<file path="src/rtl/alu_op_sequencer_if.sv">
// Handshake and datapath-control bundle between the op sequencer and its datapath.
// The master side is the sequencer; the slave side is the datapath/memory.
interface alu_op_sequencer_if #(
    parameter int DATA_WIDTH = 32,
    parameter int NUM_REGS   = 16,
    parameter int OP_WIDTH   = 5
);
    logic                  start;
    logic                  mem_ready;
    logic [DATA_WIDTH-1:0] bus_data;

    logic                  PCout;
    logic                  MARin;
    logic                  IncPC;
    logic                  Zin;
    logic                  PCin;
    logic                  Read;
    logic                  MDRin;
    logic                  MDRout;
    logic                  IRin;
    logic                  Yin;
    logic                  Zlowout;
    logic                  Zhighout;
    logic                  LOin;
    logic                  HIin;

    logic [NUM_REGS-1:0]   reg_out_sel;
    logic [NUM_REGS-1:0]   reg_in_sel;
    logic [OP_WIDTH-1:0]   alu_op;
    logic                  busy;
    logic                  done;
    logic                  illegal;

    modport master (
        input  start, mem_ready, bus_data,
        output PCout, MARin, IncPC, Zin, PCin, Read, MDRin, MDRout, IRin, Yin,
               Zlowout, Zhighout, LOin, HIin,
               reg_out_sel, reg_in_sel, alu_op, busy, done, illegal
    );

    modport slave (
        output start, mem_ready, bus_data,
        input  PCout, MARin, IncPC, Zin, PCin, Read, MDRin, MDRout, IRin, Yin,
               Zlowout, Zhighout, LOin, HIin,
               reg_out_sel, reg_in_sel, alu_op, busy, done, illegal
    );
endinterface

</file>
<file path="src/rtl/alu_op_sequencer.sv">
// Fetch/execute control sequencer for a bus-based ALU datapath: fetches one
// instruction, decodes its class and steps the datapath strobes through T0..T6.
module alu_op_sequencer #(
    parameter int DATA_WIDTH = 32,
    parameter int NUM_REGS   = 16,
    parameter int OP_WIDTH   = 5
) (
    input logic                 Clock,
    input logic                 clear,
    alu_op_sequencer_if.master  bus
);

    typedef enum logic [3:0] {
        IDLE, T0, T1, T2, T3, T4, T5, T6, DONE, ILL
    } state_t;

    typedef enum logic [1:0] {
        CLS_ILLEGAL, CLS_BINARY, CLS_WIDE, CLS_UNARY
    } op_class_t;

    localparam int INSTR_BITS = 17;

    state_t                  state;
    state_t                  state_next;
    logic [INSTR_BITS-1:0]   ir;

    logic [4:0]              bus_op;
    logic [3:0]              bus_ra;
    logic [3:0]              bus_rb;
    logic [3:0]              bus_rc;
    logic [4:0]              ir_op;
    logic [3:0]              ir_ra;
    logic [3:0]              ir_rb;
    logic [3:0]              ir_rc;
    op_class_t               bus_cls;
    op_class_t               ir_cls;
    logic                    bus_legal;

    function automatic op_class_t classify(input logic [4:0] op);
        op_class_t c;
        c = CLS_ILLEGAL;
        if (op >= 5'b00011 && op <= 5'b01011)
            c = CLS_BINARY;
        else if (op == 5'b01111 || op == 5'b10000)
            c = CLS_WIDE;
        else if (op == 5'b10001 || op == 5'b10010)
            c = CLS_UNARY;
        return c;
    endfunction

    function automatic logic reg_ok(input logic [3:0] r);
        return int'(r) < NUM_REGS;
    endfunction

    function automatic logic [NUM_REGS-1:0] onehot(input logic [3:0] r);
        logic [NUM_REGS-1:0] v;
        v = '0;
        for (int unsigned i = 0; i < NUM_REGS; i++)
            if (r == 4'(i))
                v[i] = 1'b1;
        return v;
    endfunction

    // Only the register fields an opcode actually uses are range-checked.
    function automatic logic legal(input op_class_t c, input logic [3:0] ra,
                                   input logic [3:0] rb, input logic [3:0] rc);
        logic ok;
        case (c)
            CLS_BINARY: ok = reg_ok(ra) && reg_ok(rb) && reg_ok(rc);
            CLS_WIDE:   ok = reg_ok(rb) && reg_ok(rc);
            CLS_UNARY:  ok = reg_ok(ra) && reg_ok(rb);
            default:    ok = 1'b0;
        endcase
        return ok;
    endfunction

    assign bus_op    = bus.bus_data[DATA_WIDTH-1  -: 5];
    assign bus_ra    = bus.bus_data[DATA_WIDTH-6  -: 4];
    assign bus_rb    = bus.bus_data[DATA_WIDTH-10 -: 4];
    assign bus_rc    = bus.bus_data[DATA_WIDTH-14 -: 4];
    assign bus_cls   = classify(bus_op);
    assign bus_legal = legal(bus_cls, bus_ra, bus_rb, bus_rc);

    assign ir_op     = ir[16:12];
    assign ir_ra     = ir[11:8];
    assign ir_rb     = ir[7:4];
    assign ir_rc     = ir[3:0];
    assign ir_cls    = classify(ir_op);

    always_ff @(posedge Clock) begin
        if (clear) begin
            state <= IDLE;
            ir    <= '0;
        end else begin
            state <= state_next;
            if (state == T2)
                ir <= bus.bus_data[DATA_WIDTH-1 -: INSTR_BITS];
        end
    end

    // The T2 branch decodes the live bus word, since ir only captures it at the end of T2.
    always_comb begin
        state_next      = state;
        bus.PCout       = 1'b0;
        bus.MARin       = 1'b0;
        bus.IncPC       = 1'b0;
        bus.Zin         = 1'b0;
        bus.PCin        = 1'b0;
        bus.Read        = 1'b0;
        bus.MDRin       = 1'b0;
        bus.MDRout      = 1'b0;
        bus.IRin        = 1'b0;
        bus.Yin         = 1'b0;
        bus.Zlowout     = 1'b0;
        bus.Zhighout    = 1'b0;
        bus.LOin        = 1'b0;
        bus.HIin        = 1'b0;
        bus.reg_out_sel = '0;
        bus.reg_in_sel  = '0;
        bus.alu_op      = '0;
        bus.busy        = (state != IDLE);
        bus.done        = 1'b0;
        bus.illegal     = 1'b0;

        case (state)
            IDLE: begin
                if (bus.start)
                    state_next = T0;
            end
            T0: begin
                bus.PCout  = 1'b1;
                bus.MARin  = 1'b1;
                bus.IncPC  = 1'b1;
                bus.Zin    = 1'b1;
                state_next = T1;
            end
            T1: begin
                bus.Read  = 1'b1;
                bus.MDRin = 1'b1;
                if (bus.mem_ready) begin
                    bus.Zlowout = 1'b1;
                    bus.PCin    = 1'b1;
                    state_next  = T2;
                end
            end
            T2: begin
                bus.MDRout = 1'b1;
                bus.IRin   = 1'b1;
                if (!bus_legal)
                    state_next = ILL;
                else if (bus_cls == CLS_UNARY)
                    state_next = T4;
                else
                    state_next = T3;
            end
            T3: begin
                bus.reg_out_sel = onehot(ir_rb);
                bus.Yin         = 1'b1;
                bus.alu_op      = OP_WIDTH'(ir_op);
                state_next      = T4;
            end
            T4: begin
                bus.Zin         = 1'b1;
                bus.reg_out_sel = (ir_cls == CLS_UNARY) ? onehot(ir_rb) : onehot(ir_rc);
                bus.alu_op      = OP_WIDTH'(ir_op);
                state_next      = T5;
            end
            T5: begin
                bus.Zlowout = 1'b1;
                bus.alu_op  = OP_WIDTH'(ir_op);
                if (ir_cls == CLS_WIDE) begin
                    bus.LOin   = 1'b1;
                    state_next = T6;
                end else begin
                    bus.reg_in_sel = onehot(ir_ra);
                    state_next     = DONE;
                end
            end
            T6: begin
                bus.Zhighout = 1'b1;
                bus.HIin     = 1'b1;
                bus.alu_op   = OP_WIDTH'(ir_op);
                state_next   = DONE;
            end
            DONE: begin
                bus.done   = 1'b1;
                state_next = bus.start ? T0 : IDLE;
            end
            ILL: begin
                bus.done    = 1'b1;
                bus.illegal = 1'b1;
                state_next  = IDLE;
            end
            default: begin
                state_next = IDLE;
            end
        endcase
    end

endmodule

</file>
<file path="src/flat_wrapper.sv">
// flat-port wrapper written by rule: the top's interface ports become plain ports
module alu_op_sequencer_flat 
#(
    parameter int DATA_WIDTH = 32,
    parameter int NUM_REGS   = 16,
    parameter int OP_WIDTH   = 5
)
  (Clock, clear, bus_start, bus_mem_ready, bus_bus_data, bus_PCout, bus_MARin, bus_IncPC, bus_Zin, bus_PCin, bus_Read, bus_MDRin, bus_MDRout, bus_IRin, bus_Yin, bus_Zlowout, bus_Zhighout, bus_LOin, bus_HIin, bus_reg_out_sel, bus_reg_in_sel, bus_alu_op, bus_busy, bus_done, bus_illegal);
  alu_op_sequencer_if #(.DATA_WIDTH(DATA_WIDTH), .NUM_REGS(NUM_REGS), .OP_WIDTH(OP_WIDTH)) bus_i ();
  input logic Clock;
  input logic clear;
  input wire logic [$bits(bus_i.start)-1:0] bus_start;
  input wire logic [$bits(bus_i.mem_ready)-1:0] bus_mem_ready;
  input wire logic [$bits(bus_i.bus_data)-1:0] bus_bus_data;
  output wire logic [$bits(bus_i.PCout)-1:0] bus_PCout;
  output wire logic [$bits(bus_i.MARin)-1:0] bus_MARin;
  output wire logic [$bits(bus_i.IncPC)-1:0] bus_IncPC;
  output wire logic [$bits(bus_i.Zin)-1:0] bus_Zin;
  output wire logic [$bits(bus_i.PCin)-1:0] bus_PCin;
  output wire logic [$bits(bus_i.Read)-1:0] bus_Read;
  output wire logic [$bits(bus_i.MDRin)-1:0] bus_MDRin;
  output wire logic [$bits(bus_i.MDRout)-1:0] bus_MDRout;
  output wire logic [$bits(bus_i.IRin)-1:0] bus_IRin;
  output wire logic [$bits(bus_i.Yin)-1:0] bus_Yin;
  output wire logic [$bits(bus_i.Zlowout)-1:0] bus_Zlowout;
  output wire logic [$bits(bus_i.Zhighout)-1:0] bus_Zhighout;
  output wire logic [$bits(bus_i.LOin)-1:0] bus_LOin;
  output wire logic [$bits(bus_i.HIin)-1:0] bus_HIin;
  output wire logic [$bits(bus_i.reg_out_sel)-1:0] bus_reg_out_sel;
  output wire logic [$bits(bus_i.reg_in_sel)-1:0] bus_reg_in_sel;
  output wire logic [$bits(bus_i.alu_op)-1:0] bus_alu_op;
  output wire logic [$bits(bus_i.busy)-1:0] bus_busy;
  output wire logic [$bits(bus_i.done)-1:0] bus_done;
  output wire logic [$bits(bus_i.illegal)-1:0] bus_illegal;
  assign bus_i.start = bus_start;
  assign bus_i.mem_ready = bus_mem_ready;
  assign bus_i.bus_data = bus_bus_data;
  assign bus_PCout = bus_i.PCout;
  assign bus_MARin = bus_i.MARin;
  assign bus_IncPC = bus_i.IncPC;
  assign bus_Zin = bus_i.Zin;
  assign bus_PCin = bus_i.PCin;
  assign bus_Read = bus_i.Read;
  assign bus_MDRin = bus_i.MDRin;
  assign bus_MDRout = bus_i.MDRout;
  assign bus_IRin = bus_i.IRin;
  assign bus_Yin = bus_i.Yin;
  assign bus_Zlowout = bus_i.Zlowout;
  assign bus_Zhighout = bus_i.Zhighout;
  assign bus_LOin = bus_i.LOin;
  assign bus_HIin = bus_i.HIin;
  assign bus_reg_out_sel = bus_i.reg_out_sel;
  assign bus_reg_in_sel = bus_i.reg_in_sel;
  assign bus_alu_op = bus_i.alu_op;
  assign bus_busy = bus_i.busy;
  assign bus_done = bus_i.done;
  assign bus_illegal = bus_i.illegal;
  alu_op_sequencer #(.DATA_WIDTH(DATA_WIDTH), .NUM_REGS(NUM_REGS), .OP_WIDTH(OP_WIDTH)) u_core (.Clock(Clock), .clear(clear), .bus(bus_i));
endmodule
</file>
<file path="config.mk">
export PLATFORM = sky130hd
export DESIGN_NAME = alu_op_sequencer_flat
export DESIGN_NICKNAME = d
export VERILOG_FILES = /design/src/rtl/alu_op_sequencer_if.sv /design/src/rtl/alu_op_sequencer.sv /design/src/flat_wrapper.sv
export SDC_FILE = /design/constraint.sdc
export NUM_CORES = 1
export LEC_CHECK = 0
export CORE_MARGIN = 10
export CORE_UTILIZATION = 37
export CTS_BUF_LIST = sky130_fd_sc_hd__clkbuf_16
export DETAILED_ROUTE_END_ITERATION = 10
export PLACE_DENSITY = 0.8
export SLEW_MARGIN = 20
export SYNTH_ARGS = -nofsm -noshare
export SYNTH_HDL_FRONTEND = slang
export SYNTH_SLANG_ARGS = --single-unit
</file>
<file path="constraint.sdc">
create_clock -name Clock -period 2.1 [get_ports Clock]
set_clock_uncertainty 0.05 [all_clocks]
set_input_delay 0.315 -clock Clock [delete_from_list [all_inputs] [get_ports Clock]]
set_output_delay 0.315 -clock Clock [all_outputs]
set_load 0.02 [all_outputs]
</file>
Yosys cells after proc, flatten, opt, wreduce, memory -nomap -nowiden
Index checks and enable logic that the tools add are counted.
- register bits: 21
- input bits: 36
- output and inout bits: 54
- word-level logic and storage cells: 171
- magnitude comparators: 4
- equality and inequality tests: 69
- muxes and demuxes: 80
- reductions and logical operators: 16
- operators with widths (operator ; count):
    $eq A4 B4 Y1 const B ; 26
    $eq A4 B3 Y1 const B ; 16
    $mux W1 ; 63
    $mux W16 ; 3
    $pmux W4 S9 ; 1
    $eq A4 B2 Y1 const B ; 8
    $pmux W16 S2 ; 1
    $eq A5 B5 Y1 const B ; 6
    $eq A4 B1 Y1 const B ; 4
    $logic_not A4 Y1 ; 4
    $mux W4 ; 4
    $mux W2 ; 6
    $eq A5 B4 Y1 const B ; 2
    $ge A5 B2 Y1 const B ; 2
    $le A5 B4 Y1 const B ; 2
    $eq A2 B2 Y1 const B ; 4
    $mux W5 ; 1
    $logic_or A1 B1 Y1 ; 4
    $ne A2 B2 Y1 const B ; 2
    $reduce_bool A4 Y1 ; 1
    $reduce_or A2 Y1 ; 2
    $reduce_or A4 Y1 ; 1
    $reduce_or A3 Y1 ; 1
    $eq A2 B1 Y1 const B ; 1
    3 further kinds ; 4

Longest topological paths before layout
Gate-level depths: netlist of the first run.
- depth in word-level cells: 10
- gate-level depth with buffers: 8

Worst setup path after synthesis of the first run
Ideal clock, no wire load.
- path kind: register to output
- start: register u_core.state[0]
- end: output bus_reg_out_sel[14]
- arrival: 1.743 ns
- data required time: 1.735 ns
- slack: -0.008 ns
- stages on the path, launching flop included: 6
- cells stage by stage: dfxtp_1 buf_6 nor4b_2 a31o_2 nand3b_1 o22ai_1
- cells in the longest elaborated chain, start to end: 2
- RTL lines (item ; line ; RTL):
    start: declaration ; alu_op_sequencer.sv:23 ; state_t state;
    start signal: assignment ; alu_op_sequencer.sv:95 ; state <= state_next;
    $eq A4 B3 Y1 ; alu_op_sequencer.sv:125 ; case (state)
    $pmux W16 S2 (*) ; alu_op_sequencer.sv:125 ;
    end: declaration ; flat_wrapper.sv:29 ; output wire logic [$bits(bus_i.reg_out_sel)-1:0] bus_reg_out_sel;
Every way passes the cells marked *; elsewhere a longest branch is shown, timed or not.

Worst setup path after layout of the first run
- start: register u_core.state[3]
- end: output bus_reg_out_sel[2]
The elaborated chain is that of the path after synthesis.

==> qor_table.md, run 1 <==
| Item | This run |
| --- | --- |
| Routed vias | 1,836 |
| Commonest non-fill, non-tap cell in the layout | nand2_1 |
| Count of cell types in the netlist | 43 |
| Type of the worst min-delay path | reg -> reg |
| Worst path slowest cell | dfxtp_4 |
| Classification of the worst setup path | reg -> out |
| Cell at the root of the clock tree | clkbuf_16 |
| Post-CTS Hold Fix Bufs | 0 |
| CP startpoint kind | flip-flop |
| Core Region | 3940 um^2 |
| Post-detail-place hpwl | 3890 um |
| Number of violations reported at the end of detailed-routing iteration 0 | 110 |
| Share of the core filled with cells in the final layout | 62.2% |
| Layout Area Growth over Synthesis | 64.2% |
| Netlist area before placement | 1490 um^2 |
| Setup repair after global routing missed its margin | true |
| Delay-heaviest family, CP | simple AND/OR/NAND/NOR gates |
| Rel. slew slack | 73.9% |
| Highest clock rate | 0.469 GHz |
| Gpl congestion | 0.828 |
| Slowest cell delay on critical path | 0.36 ns |
| Launch point of the worst reg-to-reg path | u_core.ir[15] |
| Final Slew Violations | 0 |
| Final period utilization | 101% |
| Final routed wirelength across all metal layers | 5100 um |
| Leakage power summed over all cells | 0.00109 uW |
| Synth Instances | 213 |
| Part of the Yosys area used for sequential elements | 28.1% |
| # IOs | 90 |
| Clock H-tree levels | 1 |
| Worst-case clock buffer depth | 2 |
| Total clock buffers created by CTS | 3 |
| Number of antenna diodes | 0 |
| Number of synthesis warnings | 0 |
| Number of iterations in the first detailed-routing pass | 4 |
| Std cell rows | 23 |
| Max Fanout on Critical Path | 5 |
| Synthesis-stage register bit count | 21 |
| Data arrival time of the worst path | 1.77 ns |
| Final Critical Period | 2.13 ns |
| Required arrival time at the worst endpoint | 1.74 ns |
| WL/cell | 14.5 um |
| Congestion Overflow GR | 0 |
| Remaining design rule violation count | 0 |
| Antenna Nets Post-Route | 0 |
| Post-CTS Setup Repair Bufs | 0 |
| Syn Area/Cell | 7.01 um^2 |
| Run status | finished, violations left |
| Height of the chip | 83.5 um |
| Layout net count | 340 |
| Failing checks | setup timing |
| Tightest Pin Transition | 0.390 ns |
| Die area | 6980 um^2 |
| Clock tree from TritonCTS | done |
| Total placed instance area | 2410 um^2 |
| Later-pin clock latency in the skew report | 0.25 ns |
| Number of global-route vias before repair | 1,732 |
| Syn_nets | 250 |
| Primary FF master, synth | dfxtp_1 |
| I/O Buffers | 74 |
| Average vias per placed instance | 5.22 |
| EDFF count, synth | 0 |
| Layout cells sized above 1 | 30.1% |
| Worst path buffer plus inverter count | 2 |
| Pin count of the biggest net entering global routing | 19 |
| Async set or reset register ratio after synthesis | 0% |
| Startpoint of the tightest hold check path | u_core.ir[16] |
| Die Span X | 83.5 um |
| Commonest cells after routing, fill and taps aside | nand2_1, buf_4, nor2_1 |
| Cell chain of the critical path | and4bb_2 -> buf_6 -> nand4b_1 -> o22ai_1 -> buf_4 |
| Launching instance or port of the critical path | u_core.state[3] |
| Setup Viol. Count Final | 2 |
| Final design instance area without fill | 2450 um^2 |
| Count of final hold-check violations | 0 |
| Power, Total | 1160 uW |
| Clock-pin slew on the worst setup and hold paths | 0.06 ns |
| Total routing usage reported by global routing | 13.1% |
| Pre-CTS setup slack | -0.175 ns |
| First-pass GRT wire length | 8020 um |
| Minimum setup slack in the final design | -0.0314 ns |
| Maximum ir drop on the vdd rail | 0.249 mV |
| Maximum Capacitance Violations | 0 |
| Antenna violations before repair | 0 |
| Crit end category | primary output |
| Power density over the cells | 473 nW/um^2 |
| Initial cell density of the core | 37.9% |
| Clock net sink count | 21 |
sequential cells by signal, indices dropped and copies added (netlist names):
| register | count |
|---|---|
| u_core.ir | 17 |
| u_core.state | 4 |
cell families (layout without fill, tap and decap cells):
group	count (synthesis)	after routing	synth area share, %
fa+ha+maj	1	1	0.837
compound gates	52	52	21.8
xor+xnor	1	1	0.586
simple gates	118	118	41.1
buf+inv	19	108	6.87
flops	21	21	28.1
mux	1	1	0.670
worst min-delay path: stages, from the launching register on:
cell and delay (ns):
dfxtp_2 0.34, nand2_1 0.06, a21oi_1 0.06
stage by stage:
| stage | hold WS [ns] | setup TNS (ns) | cells |
|---|---|---|---|
| finish | 0.443 | -0.0341 | 352 |
| floorplan | 0.401 | 0 | 213 |
| global route | 0.464 | -0.586 | 352 |
| detailed placement | 0.439 | -3.84 | 348 |
| CTS | 0.445 | 0 | 352 |
| global placement | 0.428 | -3.24 | 348 |
cell type report:
cell class / instances / area (um^2)
fillers: 372 / 1490
multi-input cells: 173 / 1040
repair buffers: 100 / 821
flip-flops and latches: 21 / 432
clock buffers: 3 / 75.1
well taps: 50 / 62.6
inverters: 4 / 15.0
clock inverters: 1 / 3.75
routing by layer:
metal  vias up  GRT usage [%]  share of wire [%]
li1        925              -                  -
met1       845           13.3                 39
met2        56           24.9                 52
met3        10           3.91                7.2
met4         0           3.65                1.7
met5         -              0                  0
cells in the mapped netlist, types with 2 or more instances:
master | instances | share of area [%]
a211o_1 | 2 | 1.2
o22ai_1 | 16 | 6.7
nand3b_1 | 2 | 1.0
nor2_1 | 25 | 6.3
and2_1 | 7 | 2.9
nand3_1 | 3 | 1.0
a21oi_1 | 22 | 7.4
buf_1 | 3 | 0.75
and3_1 | 2 | 0.84
nand4b_1 | 4 | 2.3
buf_4 | 5 | 2.5
nand2_1 | 44 | 11
dfxtp_1 | 21 | 28
buf_2 | 4 | 1.3
or2_2 | 2 | 0.84
a211oi_1 | 2 | 1.0
clkbuf_1 | 2 | 0.50
nor3_1 | 6 | 2.0
nand2b_1 | 10 | 4.2
o21ai_0 | 4 | 1.3
nand4_1 | 3 | 1.3
inv_1 | 3 | 0.75
report_power, final:
group | total [uW] | internal, uW | switching (uW) | leakage (uW)
Combinational | 316 | 152 | 164 | 0.000879
Clock | 400 | 254 | 147 | 0.0000423
Sequential | 443 | 418 | 25.5 | 0.000173
path summary, 6_finish.rpt:
kind / endpoint / slack [ns] / cells past startpoint
setup / recovery: bus_reg_out_sel[2] / -0.03 / 5
hold / removal: u_core.ir[16] / 0.44 / 2
setup reg to reg: u_core.state[1] / 0.57 / 5
hold reg to reg: u_core.ir[16] / 0.44 / 2
repair_timing:
action | in CTS | in global routing
pin swaps | 4 | 17
endpoints found under the setup margin | 48 | 35
resized for setup | 132 | 50
gates cloned | 0 | 0
Power figures use the tool's default switching activity.
==> inputs of run 2 (changes only) <==
CORE_UTILIZATION = 59   (was 37)
DONT_BUFFER_PORTS = 1   (was default)
PLACE_DENSITY = 0.75   (was 0.8)
SETUP_SLACK_MARGIN = 0.2   (was default)
==> run 2 against run 1 <==
The flow still finishes with violations (setup timing). Largest cell class unchanged. Sequential power up 1%. Fmax shrank 3.3%. Design area down 11%. Cell count is 20% lower. Sequential cell count did not move. First-iteration DRC count up 120%. Clock power increased by 1%. Count of clock-buffer cells in the layout is the same. Combinational power decreased by 19%.
==> qor_table.md, run 2 (synthesis results as in run 1) <==
| Item | This run |
| --- | --- |
| Post-CTS Hold Fix Bufs | 0 |
| Minimum setup slack in the final design | -0.103 ns |
| Final routed wirelength across all metal layers | 6410 um |
| Height of the chip | 70.3 um |
| Tightest Pin Transition | 0.507 ns |
| Register with the most flip-flops | u_core.ir |
| I/O Buffers | 0 |
| Int Pwr | 760 uW |
| Maximum ir drop on the vdd rail | 0.489 mV |
| Total routing usage reported by global routing | 20.2% |
| Count of final hold-check violations | 0 |
| Setup Viol. Count Final | 12 |
| Rel. slew slack | 66.1% |
| Final design instance area without fill | 2190 um^2 |
| WL/cell | 22.7 um |
| Cell at the root of the clock tree | clkbuf_16 |
| Core Region | 2450 um^2 |
| Final Critical Period | 2.20 ns |
| Post-detail-place hpwl | 3560 um |
| Required arrival time at the worst endpoint | 1.74 ns |
| Classification of the worst setup path | reg -> out |
| Total clock buffers created by CTS | 3 |
| Setup total negative slack | -0.665 ns |
| Later-pin clock latency in the skew report | 0.25 ns |
| Top flop regs | u_core.ir (17), u_core.state (4) |
| Number of global-route vias before repair | 1,686 |
| Final Slew Violations | 0 |
| First-pass GRT wire length | 8440 um |
| Number of fillers in the final layout | 111 |
| Number of iterations in the first detailed-routing pass | 4 |
| Layout Area Growth over Synthesis | 46.6% |
| Comb power frac | 23.0% |
| Routed vias | 1,873 |
| Average vias per placed instance | 6.64 |
| Die Span X | 70.3 um |
| Setup repair after global routing missed its margin | true |
| Number of violations reported at the end of detailed-routing iteration 0 | 238 |
| Clock tree from TritonCTS | done |
| Power density over the cells | 506 nW/um^2 |
| Initial cell density of the core | 60.9% |
| Max Fanout on Critical Path | 4 |
| Clk pwr share | 36.5% |
| Clock H-tree levels | 1 |
| CP startpoint kind | flip-flop |
| Power share of the sequential group | 40.4% |
| Clock net sink count | 21 |
| Congestion Overflow GR | 0 |
| Worst-case clock buffer depth | 2 |
| # IOs | 90 |
| Leakage power summed over all cells | 0.000784 uW |
| Final period utilization | 105% |
| Layout net count | 290 |
| Switching component of the power | 347 uW |
| Net Sw Frac | 31.4% |
| Highest clock rate | 0.454 GHz |
| Type of the worst min-delay path | in -> reg |
| Maximum Capacitance Violations | 0 |
| Crit end category | primary output |
| Number of antenna diodes | 0 |
| Run status | finished, violations left |
| Failing checks | setup timing |
| Data arrival time of the worst path | 1.84 ns |
| Die area | 4940 um^2 |
| Pin count of the biggest net entering global routing | 20 |
| Layout cells sized above 1 | 39.7% |
| Std cell rows | 18 |
| Antenna violations before repair | 0 |
| Gpl congestion | 0.868 |
| Total placed instance area | 1700 um^2 |
| Remaining design rule violation count | 0 |
| Largest register FFs | 17 |
| Antenna Nets Post-Route | 0 |
| Clock-pin slew on the worst setup and hold paths | 0.06 ns |
| Commonest cells after routing, fill and taps aside | nand2_1, buf_4, a21oi_1 |
| Commonest non-fill, non-tap cell in the layout | nand2_1 |
==> run 2: changes by cell type in the layout (fill, tap and decap cells not counted), moves of 2 or more <==
cell	change
clkdlybuf4s50_1	-24
dlygate4sd2_1	-14
buf_2	-10
buf_6	+10
nor2_1	-10
nor2_4	+10
clkbuf_2	-7
o22ai_1	-5
dfxtp_4	+4
dlymetal6s2s_1	-4
o22ai_4	+4
dfxtp_1	-2
dfxtp_2	-2
==> run 2: area by class of cell <==
type                    instances  area [um^2]  share of cell area (%)
clock buffers                   3         75.1                    3.43
flip-flops and latches         21          444                    20.3
repair buffers                 50          428                    19.5
clock inverters                 1         5.00                   0.229
multi-input cells             173         1180                    54.1
inverters                       4         15.0                   0.686
well taps                      30         37.5                    1.71
==> run 2: worst max-delay path: stages, from the launching register on <==
cell and delay, ns:
dfxtp_4 0.36, buf_6 0.12, nor4b_4 0.31, a31o_4 0.18, nand3_1 0.20, o22ai_1 0.23, buf_4 0.18
==> run 2: worst paths after layout <==
check,from,endpoint,slack [ns],depth (start not counted)
hold / removal,clear,u_core.ir[16],0.07,1
setup / recovery,u_core.state[0],bus_reg_out_sel[15],-0.10,6
setup reg to reg,u_core.state[0],u_core.state[2],0.41,7
hold reg to reg,u_core.ir[14],u_core.ir[14],0.44,2
==> run 2: repair_timing <==
action	in CTS	in global routing
pin swaps	13	9
setup buffers	13	5
gates resized for setup	48	20
endpoints found under the setup margin	32	33
==> run 2: routing by layer <==
| metal | vias to the layer above | global-route usage, % | wire length [um] |
|---|---|---|---|
| li1 | 823 | - | - |
| met1 | 862 | 20.9 | 2140 |
| met2 | 151 | 36.9 | 3350 |
| met3 | 37 | 4.38 | 595 |
| met4 | 0 | 10.3 | 332 |
| met5 | - | 0 | 0 |
==> run 2: stage by stage <==
step | hold slack, ns | util (%) | worst slack, ns | cells | total power [uW]
global route | 0.0648 | 89.2 | -0.146 | 282 | 1150
detailed placement | 0.339 | 69.4 | 0.135 | 260 | 657
CTS | 0.0713 | 83.9 | 0.0183 | 277 | 1070
floorplan | 0.401 | - | 0.160 | 213 | 632
global placement | 0.338 | 69.4 | 0.206 | 260 | 649
finish | 0.0669 | 89.2 | -0.103 | 282 | 1110
==> run 2: power groups by stage <==
| stage | combinational, uW | clock, uW | sequential (uW) |
|---|---|---|---|
| after floorplan | 190 | 0 | 442 |
| after global placement | 200 | 0 | 448 |
| after detailed placement | 207 | 0 | 450 |
| after CTS | 232 | 398 | 442 |
| after global routing | 273 | 422 | 450 |
| final | 255 | 405 | 448 |
==> inputs of run 3 (changes only) <==
MAX_ROUTING_LAYER = met4   (was default)
==> run 3 against run 2 <==
The run still ends with setup timing left. Count of clock-buffer cells in the layout is the same. Fmax grew 0.81%. Critical path depth shrank 1. First-iteration DRC count shrank 3.8%. Critical path type unchanged. Highest routed layer unchanged.
==> qor_table.md, run 3 (synthesis results as in run 1) <==
| Item | This run |
| --- | --- |
| Worst path slowest cell | and4bb_2 |
| Data arrival time of the worst path | 1.82 ns |
| Final period utilization | 104% |
| Die Span X | 70.3 um |
| Launching instance or port of the critical path | u_core.state[3] |
| Final Critical Period | 2.19 ns |
| Total routing usage reported by global routing | 20.7% |
| Top flop regs | u_core.ir (17), u_core.state (4) |
| Maximum Capacitance Violations | 0 |
| Cell chain of the critical path | and4bb_2 -> buf_6 -> nand4_1 -> o22ai_1 -> buf_4 |
| Core Region | 2450 um^2 |
| Antenna Nets Post-Route | 0 |
| Number of iterations in the first detailed-routing pass | 5 |
| Worst-case clock buffer depth | 2 |
| Hold Path Cell Cnt | 1 |
| Cell at the root of the clock tree | clkbuf_16 |
| Crit end category | primary output |
| Pre-CTS setup slack | 0.135 ns |
| Number of violations reported at the end of detailed-routing iteration 0 | 229 |
| Initial cell density of the core | 60.9% |
| Final Slew Violations | 0 |
| Antenna violations before repair | 0 |
| Clock tree from TritonCTS | done |
| Commonest non-fill, non-tap cell in the layout | nand2_1 |
| Post-detail-place hpwl | 3560 um |
| Minimum setup slack in the final design | -0.0856 ns |
| Worst reg2reg path endpoint | u_core.state[2] |
| Pin count of the biggest net entering global routing | 20 |
| Flip-flop and latch area | 444 um^2 |
| Clock H-tree levels | 1 |
| Failing checks | setup timing |
| Total placed instance area | 1700 um^2 |
| Number of fillers in the final layout | 111 |
| I/O Buffers | 0 |
| Worst path buffer plus inverter count | 2 |
| Highest clock rate | 0.458 GHz |
| Register with the most flip-flops | u_core.ir |
| Commonest cells after routing, fill and taps aside | nand2_1, buf_4, a21oi_1 |
| Slowest cell delay on critical path | 0.38 ns |
| Final hold slack | 0.0665 ns |
| Setup total negative slack | -0.730 ns |
| Height of the chip | 70.3 um |
| CP startpoint kind | flip-flop |
| Post-CTS Hold Fix Bufs | 0 |
| Power density over the cells | 506 nW/um^2 |
| Classification of the worst setup path | reg -> out |
| Startpoint of the tightest hold check path | clear |
| Delay-heaviest family, CP | simple AND/OR/NAND/NOR gates |
| Setup Viol. Count Final | 16 |
| Run status | finished, violations left |
| Die area | 4940 um^2 |
| Multi-input logic area | 1180 um^2 |
| Share of the core filled with cells in the final layout | 89.2% |
| Reg2reg path depth | 7 |
| WL/cell | 22.9 um |
| Maximum ir drop on the vdd rail | 0.488 mV |
| First-pass GRT wire length | 8450 um |
| Later-pin clock latency in the skew report | 0.26 ns |
| Routed vias | 1,902 |
| Number of global-route vias before repair | 1,682 |
| Type of the worst min-delay path | in -> reg |
| Layout net count | 290 |
| Max Fanout on Critical Path | 6 |
| Final design instance area without fill | 2190 um^2 |
| Rel. slew slack | 67.2% |
| Average vias per placed instance | 6.74 |
| Required arrival time at the worst endpoint | 1.74 ns |
| Launch point of the worst reg-to-reg path | u_core.state[0] |
| # IOs | 90 |
| Largest register FFs | 17 |
| Remaining design rule violation count | 0 |
| Setup repair after global routing missed its margin | true |
| Std cell rows | 18 |
| Final routed wirelength across all metal layers | 6470 um |
| Layout Area Growth over Synthesis | 46.6% |
| Clock net sink count | 21 |
| Number of antenna diodes | 0 |
| End point of the most critical hold path | u_core.ir[14] |
| Congestion Overflow GR | 0 |
| FF-to-FF setup slack | 0.40 ns |
| Tightest Pin Transition | 0.490 ns |
| Total clock buffers created by CTS | 3 |
| Clock-pin slew on the worst setup and hold paths | 0.06 ns |
| Leakage power summed over all cells | 0.000784 uW |
| Count of final hold-check violations | 0 |
| Layout cells sized above 1 | 39.7% |
| Gpl congestion | 0.882 |
-- run 3: power breakdown --
part           total [uW]  internal, uW  switching [uW]
Sequential            448           417            30.6
Combinational         256          87.2             168
Clock                 403           256             148
Total                1110           760             347
-- run 3: worst max path at each step --
stage | to | cells past startpoint | slack, ns
global placement | bus_reg_out_sel[6] | 5 | 0.21
CTS | bus_reg_out_sel[1] | 5 | 0.02
floorplan | bus_reg_out_sel[14] | 5 | 0.16
finish | bus_reg_out_sel[15] | 5 | -0.09
detailed placement | bus_reg_out_sel[5] | 5 | 0.14
global route | bus_reg_in_sel[0] | 5 | -0.15
-- run 3: cell type report --
class / count / share of cell area, %
multi-input combinational: 173 / 54.1
sequential: 21 / 20.3
timing repair buffer: 50 / 19.5
clock buffer: 3 / 3.43
tap: 30 / 1.71
inverter: 4 / 0.686
clock inverter: 1 / 0.229
-- run 3: per-stage QoR --
| step | total power (uW) | std cells |
|---|---|---|
| after floorplan | 632 | 213 |
| after global placement | 649 | 260 |
| after detailed placement | 657 | 260 |
| after CTS | 1070 | 277 |
| after global routing | 1150 | 282 |
| final | 1110 | 282 |
-- run 3: worst register-to-register path, stage by stage (launching register included) --
cell     delay (ns)
dfxtp_4        0.36
buf_6          0.12
nor4b_4        0.31
buf_4          0.17
buf_4          0.09
buf_4          0.14
o21ba_2        0.18
a21oi_1        0.18
-- run 3: timing repair --
item	in CTS	in global routing
pin swaps	13	9
setup endpoints to repair	32	33
buffers inserted	13	5
gates resized for setup	48	20
-- run 3: metal layers --
metal / vias up / GRT usage [%] / part of all wire, %
li1: 825 / - / -
met5: - / - / 0
met4: 0 / 10.3 / 4.6
met1: 904 / 21.0 / 35
met3: 31 / 4.10 / 8.3
met2: 142 / 36.9 / 52
